==> src/rtl/alu_master.sv <==
// Command-to-ALU sequencer: accepts one command, drives the selected ALU bank,
// waits RESULT_WAIT cycles, clears any ALU interrupt and returns one response.
module alu_master #(
    parameter int unsigned RESULT_WAIT = 2
) (
    input  logic       clk,
    input  logic       rst,
    input  logic       cmd_valid,
    output logic       cmd_ready,
    input  logic       cmd_mode_a,
    input  logic       cmd_mode_b,
    input  logic [1:0] cmd_op_a,
    input  logic [1:0] cmd_op_b,
    input  logic [7:0] cmd_in_a,
    input  logic [7:0] cmd_in_b,
    output logic       alu_enable,
    output logic       alu_enable_a,
    output logic       alu_enable_b,
    output logic [1:0] alu_op_a,
    output logic [1:0] alu_op_b,
    output logic [7:0] alu_in_a,
    output logic [7:0] alu_in_b,
    output logic       alu_irq_clr,
    input  logic       alu_irq,
    input  logic [7:0] alu_out,
    output logic       rsp_valid,
    input  logic       rsp_ready,
    output logic [7:0] rsp_data,
    output logic       rsp_irq,
    output logic       rsp_err,
    output logic       busy
);

    typedef enum logic [2:0] {S_IDLE, S_ISSUE, S_WAIT, S_CLEAR, S_RESP} state_t;

    typedef struct packed {
        logic       mode_a;
        logic       mode_b;
        logic [1:0] op_a;
        logic [1:0] op_b;
        logic [7:0] in_a;
        logic [7:0] in_b;
    } cmd_t;

    localparam logic [3:0] WAIT_LOAD = 4'(RESULT_WAIT - 1);

    state_t     state, state_nxt;
    cmd_t       cmd_q, cmd_in, cmd_src;
    logic [3:0] cnt, cnt_nxt;
    logic       irq_flag, irq_flag_nxt;
    logic [7:0] rsp_data_nxt;
    logic       rsp_irq_nxt, rsp_err_nxt;
    logic       accept, single_mode, irq_seen, drive_nxt;

    assign cmd_in      = {cmd_mode_a, cmd_mode_b, cmd_op_a, cmd_op_b, cmd_in_a, cmd_in_b};
    assign accept      = (state == S_IDLE) && cmd_valid;
    assign single_mode = cmd_mode_a ^ cmd_mode_b;
    assign irq_seen    = irq_flag | alu_irq;
    assign drive_nxt   = (state_nxt == S_ISSUE) || (state_nxt == S_WAIT);
    // Outputs are registered from the next state, so on the accept edge the
    // ALU drive has to come straight from the command inputs.
    assign cmd_src     = (state == S_IDLE) ? cmd_in : cmd_q;

    always_comb begin
        // NOTE: every signal assigned here gets a default first so no path
        // leaves it unassigned and no latch is inferred.
        state_nxt    = state;
        cnt_nxt      = cnt;
        irq_flag_nxt = irq_flag;
        rsp_data_nxt = rsp_data;
        rsp_irq_nxt  = rsp_irq;
        rsp_err_nxt  = rsp_err;

        case (state)
            S_IDLE: begin
                if (accept) begin
                    irq_flag_nxt = 1'b0;
                    if (single_mode) begin
                        state_nxt = S_ISSUE;
                    end else begin
                        state_nxt    = S_RESP;
                        rsp_data_nxt = 8'h00;
                        rsp_irq_nxt  = 1'b0;
                        rsp_err_nxt  = 1'b1;
                    end
                end
            end
            S_ISSUE: begin
                irq_flag_nxt = irq_seen;
                cnt_nxt      = WAIT_LOAD;
                state_nxt    = S_WAIT;
            end
            S_WAIT: begin
                irq_flag_nxt = irq_seen;
                if (cnt == 4'd0) begin
                    rsp_data_nxt = alu_out;
                    rsp_irq_nxt  = irq_seen;
                    rsp_err_nxt  = 1'b0;
                    state_nxt    = irq_seen ? S_CLEAR : S_RESP;
                end else begin
                    cnt_nxt = cnt - 4'd1;
                end
            end
            S_CLEAR: state_nxt = S_RESP;
            S_RESP: begin
                if (rsp_ready) begin
                    state_nxt    = S_IDLE;
                    rsp_data_nxt = 8'h00;
                    rsp_irq_nxt  = 1'b0;
                    rsp_err_nxt  = 1'b0;
                end
            end
            default: state_nxt = S_IDLE;
        endcase
    end

    always_ff @(posedge clk) begin
        // NOTE: sequential state uses non-blocking assignments so every
        // register samples pre-edge values regardless of statement order.
        if (rst) begin
            state        <= S_IDLE;
            cnt          <= 4'd0;
            irq_flag     <= 1'b0;
            cmd_q        <= '0;
            cmd_ready    <= 1'b1;
            busy         <= 1'b0;
            alu_enable   <= 1'b0;
            alu_enable_a <= 1'b0;
            alu_enable_b <= 1'b0;
            alu_op_a     <= 2'd0;
            alu_op_b     <= 2'd0;
            alu_in_a     <= 8'h00;
            alu_in_b     <= 8'h00;
            alu_irq_clr  <= 1'b0;
            rsp_valid    <= 1'b0;
            rsp_data     <= 8'h00;
            rsp_irq      <= 1'b0;
            rsp_err      <= 1'b0;
        end else begin
            state        <= state_nxt;
            cnt          <= cnt_nxt;
            irq_flag     <= irq_flag_nxt;
            if (accept) cmd_q <= cmd_in;
            cmd_ready    <= (state_nxt == S_IDLE);
            busy         <= (state_nxt != S_IDLE);
            alu_enable   <= drive_nxt;
            alu_enable_a <= drive_nxt & cmd_src.mode_a;
            alu_enable_b <= drive_nxt & cmd_src.mode_b;
            alu_op_a     <= drive_nxt ? cmd_src.op_a : 2'd0;
            alu_op_b     <= drive_nxt ? cmd_src.op_b : 2'd0;
            alu_in_a     <= drive_nxt ? cmd_src.in_a : 8'h00;
            alu_in_b     <= drive_nxt ? cmd_src.in_b : 8'h00;
            alu_irq_clr  <= (state_nxt == S_CLEAR);
            rsp_valid    <= (state_nxt == S_RESP);
            rsp_data     <= rsp_data_nxt;
            rsp_irq      <= rsp_irq_nxt;
            rsp_err      <= rsp_err_nxt;
        end
    end

endmodule

==> config.mk <==
export PLATFORM = sky130hd
export DESIGN_NAME = alu_master
export DESIGN_NICKNAME = d
export VERILOG_FILES = /design/src/rtl/alu_master.sv
export SDC_FILE = /design/constraint.sdc
export NUM_CORES = 1
export LEC_CHECK = 0
export CORE_MARGIN = 5
export CORE_UTILIZATION = 35
export DETAILED_ROUTE_END_ITERATION = 12
export SKIP_LAST_GASP = 1
export SLEW_MARGIN = 15
export SYNTH_ARGS = -nofsm -noshare
export SYNTH_HDL_FRONTEND = slang
export SYNTH_SLANG_ARGS = --single-unit
==> constraint.sdc <==
create_clock -name clk -period 2.1 [get_ports clk]
set_clock_uncertainty 0.05 [all_clocks]
set_input_delay 0.42 -clock clk [delete_from_list [all_inputs] [get_ports clk]]
set_output_delay 0.42 -clock clk [all_outputs]
set_load 0.03 [all_outputs]
* Word-level counts from Yosys, hierarchy flattened
Index checks and enable logic that the tools add are counted.
W data, S select, Z words.
** Operators by class
- Add/sub/neg operators :: 1
- Multipliers :: 0
- Divide/modulo/power cells :: 0
- $lt $le $gt $ge :: 0
- Equality and inequality tests :: 13
- Shift operators :: 0
- Muxes and demuxes :: 25
- Bitwise logic cells :: 5
- Reduce and logical (&&, ||, !) cells :: 14
** Operators by type and width (number)
- $mux W8 :: 4
- $pmux W8 S3 :: 1
- $mux W22 :: 1
- $mux W3 :: 5
- $pmux W3 S5 :: 1
- $eq A3 B2 Y1 const B :: 4
- $ne A2 B2 Y1 const B :: 5
- $mux W1 :: 8
- $pmux W4 S2 :: 1
- $eq A3 B1 Y1 const B :: 2
- $eq A3 B3 Y1 const B :: 2
- $logic_not A3 Y1 :: 2
- $pmux W1 S3 :: 2
- $reduce_bool A3 Y1 :: 2
- $reduce_and A5 Y1 :: 1
- $logic_not A4 Y1 :: 1
- $mux W4 :: 1
- $reduce_and A2 Y1 :: 2
- $reduce_bool A2 Y1 :: 2
- $reduce_or A2 Y1 :: 2
- $sub A4 B1 Y4 const B :: 1
- $and A1 B1 Y1 :: 2
- $pmux W1 S2 :: 1
- $logic_and A1 B1 Y1 :: 1
- other kinds (4) :: 4
** Storage, ports and cells
- Bits in registers :: 67
- Latch bits :: 0
- RAM bits :: 0
- ROM bits :: 0
- Bits of input ports :: 35
- Word-level logic and storage cells :: 81
- Memories kept :: 0

* Longest topological paths before layout
- Depth after elaboration :: 8
- Mapped depth :: 7
- Depth with buffers taken out :: 6

* Worst setup path before layout
Ideal clock, no wire load.
- Path kind :: register to register
- Start point :: register cnt[0]
- End point :: register alu_in_a[0]
- Setup time :: 0.115 ns
- Arrival time :: 1.641 ns
- Required time :: 1.935 ns
- Path slack :: 0.294 ns
- Cell stages (with the launch flop) :: 8
- Buffers on the path :: 1
- Clock period less this slack :: 1.806 ns
- Path through :: dfxtp_1 > inv_1 > ha_1 > or3b_1 > a221o_1 > nand4b_4 > buf_6 > a21oi_2
** Between the ends
- Cells in the longest elaborated chain, start to end :: 7
** RTL lines
- from (decl) :: RTL line 49 : logic [3:0] cnt, cnt_nxt;
- from (signal assigned) :: RTL line 141 : cnt <= cnt_nxt;
- $logic_not A4 Y1 (*) :: RTL line 95 : if (cnt == 4'd0) begin
- $mux W3 (*) :: RTL line 95
- $pmux W3 S5 (*) :: RTL line 74 : case (state)
- $eq A3 B1 Y1 or $eq A3 B2 Y1 (tied branches) :: RTL line 59 : assign drive_nxt = (state_nxt == S_ISSUE) || (state_nxt == S_WAIT);
- $logic_or A1 B1 Y1 (*) :: RTL line 59
- $not A1 Y1 (no source line) (*)
- $reduce_or A2 Y1 (no source line) (*)
- to (signal assigned) :: RTL line 151 : alu_in_a <= drive_nxt ? cmd_src.in_a : 8'h00;
- to (decl) :: RTL line 21 : output logic [7:0] alu_in_a,
Every way passes the cells marked *; elsewhere a longest branch is shown, timed or not.
A chain may end at the register's enable or synchronous reset.

* Final worst setup path
- Start point :: register cnt[0]
- End point :: register alu_in_b[0]
** Between the ends
- Cells in the longest elaborated chain, start to end :: 7
** RTL lines
- $logic_not A4 Y1 (*) :: RTL line 95
- $mux W3 (*) :: RTL line 95
- $pmux W3 S5 (*) :: RTL line 74
- $eq A3 B1 Y1 or $eq A3 B2 Y1 (tied branches) :: RTL line 59
- $logic_or A1 B1 Y1 (*) :: RTL line 59
- $not A1 Y1 (no source line) (*)
- $reduce_or A2 Y1 (no source line) (*)
- to (signal assigned) :: RTL line 152 : alu_in_b <= drive_nxt ? cmd_src.in_b : 8'h00;
- to (decl) :: RTL line 22 : output logic [7:0] alu_in_b,
Marked as above.

==> key figures <==
Timing
  – Max transition margin: 45.1%
  – Actual slew at the worst max-slew pin: 0.823 ns
  – Maximum achievable frequency: 514 MHz
  – Setup violations, final: 0
  – Hold Violations, Final: 0
  – Pins over their slew limit: 0
  – Fin crit period: 1.95 ns
  – Final worst path period share: 92.6%
  – RSZ-0062 raised after global routing: no
  – Sum of negative setup slack: 0 ns
  – Setup ws final: about 0.15 ns

CTS
  – TritonCTS Buffers: 9
  – Clock slew seen by the registers of the worst setup and hold paths: 0.07 ns
  – Clock latency on the worst-skew pair: 0.34 ns
  – Buffer cell driving the clock tree root: sky130_fd_sc_hd__clkbuf_8
  – Num Clock Sinks: 67
  – H-tree depth: 3
  – Total of hold buffers inserted after clock tree synthesis: 0
  – Post-CTS Setup Bufs: 0
  – CTS tree: built
  – Resize count post-CTS: 0
  – Max clock buf depth: 2

Layout
  – Share of cells above drive strength 1: 12.8%
  – Sequential Area: 1340 um^2
  – Fin cells: 490
  – Utilization after layout: 51.1%
  – Area occupied by multi-input gates: 1130 um^2
  – Count of inserted antenna diode cells: 0
  – Number of filler cells placed in the layout: 697
  – Final-stage net count: 422
  – Synth-to-layout area growth: 42.5%

Synth
  – Post-synthesis net count: 342
  – Number of distinct library cells after synthesis: 33
  – Top-count cell post-synth: sky130_fd_sc_hd__nand2_1
  – Number of synthesized flops with an enable pin: 0
  – Primary FF master, synth: sky130_fd_sc_hd__dfxtp_1
  – Commonest cells in the synthesized netlist: 108 x sky130_fd_sc_hd__nand2_1, 67 x sky130_fd_sc_hd__dfxtp_1, 40 x sky130_fd_sc_hd__a21oi_1, 12 x sky130_fd_sc_hd__clkbuf_1, 10 x sky130_fd_sc_hd__a21oi_2
  – Cell types occupying the most area after synthesis: sky130_fd_sc_hd__dfxtp_1 52%, sky130_fd_sc_hd__nand2_1 16%, sky130_fd_sc_hd__a21oi_1 7.7%
  – Proportion of synthesized flip-flops having asynchronous set or reset: 0%
  – Yosys top cell by area: sky130_fd_sc_hd__dfxtp_1
  – Share of synthesized area occupied by flip-flops and latches: 51.9%
  – Count of mapped cells out of synthesis: 306
  – Average cell area after synthesis: 8.45 um^2
  – Area fraction of the dominant cell type after synthesis: 51.9%
  – Post-Synthesis Cell Area: 2580 um^2
  – Number of synthesized register bits: between 60 and 70
  – Synth warnings: 0

Global routing
  – Via count of the first global-routing pass: approximately 2300
  – First-pass GRT wire length: around 10000 um
  – Largest net degree at the start of global routing: 29
  – Gr ovfl total: 0
  – Gr usage total: between 10% and 20%
  – Initial antenna violation count: 0

Detailed routing
  – Residual antenna-violating net count after detailed routing: 0
  – Via count: 2270
  – Via-to-Cell Ratio: 4.63
  – Drt initial violations: 70
  – Wire length after detailed routing: 6380 um
  – Detailed-router iteration count before antenna repair: 4
  – DRC errors left: 0
  – Routed len/inst: roughly 13 um

Setup path
  – R2r startpoint: cnt[0]$_SDFFE_PP0P_
  – Length in cells of the worst reg-to-reg path: 7
  – Capturing element type of the critical path: flip-flop
  – Critical Path Source Type: flip-flop
  – Terminus of the critical flop-to-flop path: alu_in_b[0]$_SDFF_PP0_
  – Endpoint arrival time on the critical path: between 2 and 2.5 ns
  – Flop2flop setup slack: 0.15 ns
  – Data required time at the worst endpoint: roughly 2.3 ns
  – Worst setup path category: flip-flop to flip-flop
  – Worst Path Max Fanout: 12

Floorplan
  – Top-level I/O count: a little over 70
  – Die outline height: 95.9 um
  – Area inside the core boundary: 7210 um^2
  – Initial core utilization: 35.8%
  – Die Outline Area: 9200 um^2
  – Die boundary width: 95.9 um
  – Rows: 31

Hold path
  – Depth of the worst hold-timing path: 2
  – Hold_sp: cmd_q[17]$_SDFFE_PP0P_
  – Type of the most critical hold path: flip-flop to flip-flop
  – Hold-critical path endpoint: alu_op_b[1]$_SDFF_PP0_

Power
  – Power per cell area: about 830 nW/um^2
  – Leakage power figure: 1.44 nW
  – Peak supply drop: roughly 0.36 mV
  – Tot Pwr: 3.06 mW

Placement
  – Number of buffers added on ports: 71
  – Routability congestion estimate: around 0.75
  – DP Wirelength: ~4500 um
  – Dpl ws: -0.0883 ns
  – Cell Count Post-Placement: roughly 470

Flow run
  – Maximum Capacitance Violations: 0

Status
  – Run status: finished clean
through the flow:
step                      hold slack (ns)  cell area [um^2]
after floorplan                     0.384              2580
after CTS                           0.407              3680
after global placement              0.390              3490
final                               0.406              3680
after detailed placement            0.397              3490
after global routing                0.426              3680
logic make-up after synthesis:
family                   count (synthesis)  synth area share (%)
AO/OA/AOI/OAI                           64                  15.0
XOR/XNOR                                 2                 0.678
buffers and inverters                   25                  4.79
adder cells (fa/ha/maj)                  1                 0.484
AND/OR/NAND/NOR                        138                  23.7
flip-flops                              67                  51.9
multiplexers                             9                  3.49
power breakdown:
part	internal [mW]	switching [mW]	leakage, nW	total [mW]
Combinational	0.263	0.347	0.802	0.610
Sequential	1.35	0.0322	0.546	1.38
Clock	0.580	0.485	0.0926	1.07
Total	2.19	0.864	1.44	3.06
cell type report:
cell class / count / area share [%]
clock buffers: 12 / 3.94
clock inverters: 4 / 1.36
inverters: 4 / 0.408
multi-input cells: 214 / 30.7
flip-flops and latches: 67 / 36.4
well taps: 99 / 3.36
repair buffers: 90 / 23.8
cells in the final DEF, fill, tap and decap left out, drive strengths merged, types with 4 or more instances in the layout:
| cell type | Yosys | routed |
|---|---|---|
| nor3b | 4 | 4 |
| mux2i | 9 | 9 |
| buf | 9 | 19 |
| clkbuf | 12 | 12 |
| clkdlybuf4s50 | 0 | 71 |
| a21oi | 50 | 50 |
| nand2 | 108 | 108 |
| dfxtp | 67 | 67 |
| nor2b | 5 | 5 |
| nor3 | 8 | 8 |
| o21ai | 5 | 5 |
| inv | 4 | 4 |
worst max path at each step:
stage / cells past startpoint / end / slack, ns / startpoint
after floorplan: 7 / alu_in_a[0]$_SDFF_PP0_ / 0.29 / cnt[0]$_SDFFE_PP0P_
after global placement: 5 / rsp_valid$_SDFF_PP0_ / -0.06 / cmd_valid
after detailed placement: 5 / rsp_valid$_SDFF_PP0_ / -0.09 / cmd_valid
after CTS: 7 / alu_in_b[0]$_SDFF_PP0_ / 0.14 / cnt[0]$_SDFFE_PP0P_
after global routing: 7 / alu_in_b[0]$_SDFF_PP0_ / 0.05 / cnt[0]$_SDFFE_PP0P_
final: 7 / alu_in_b[0]$_SDFF_PP0_ / 0.15 / cnt[0]$_SDFFE_PP0P_
routing by layer:
metal  part of all wire, %  track usage (%)
met1                    47             18.3
met2                    43             22.8
met3                   8.7             6.10
met4                   1.3             5.69
met5                     0                0
registers in the layout (all words and copies together), names as in the netlist:
register / cells
alu_enable: 1
alu_enable_a: 1
alu_enable_b: 1
alu_in_a: 8
alu_in_b: 8
alu_irq_clr: 1
alu_op_a: 2
alu_op_b: 2
busy: 1
cmd_q: 22
cmd_ready: 1
cnt: 4
irq_flag: 1
rsp_data: 8
rsp_err: 1
rsp_irq: 1
rsp_valid: 1
state: 3
worst max-delay path, stage by stage, from the launching register on:
cell and delay, ns:
sky130_fd_sc_hd__dfxtp_1 0.34, sky130_fd_sc_hd__inv_1 0.06, sky130_fd_sc_hd__ha_1 0.16, sky130_fd_sc_hd__or3b_1 0.46
sky130_fd_sc_hd__a221o_1 0.42, sky130_fd_sc_hd__nand4b_4 0.14, sky130_fd_sc_hd__buf_12 0.15, sky130_fd_sc_hd__a21oi_1 0.05
Power figures use the tool's default switching activity.
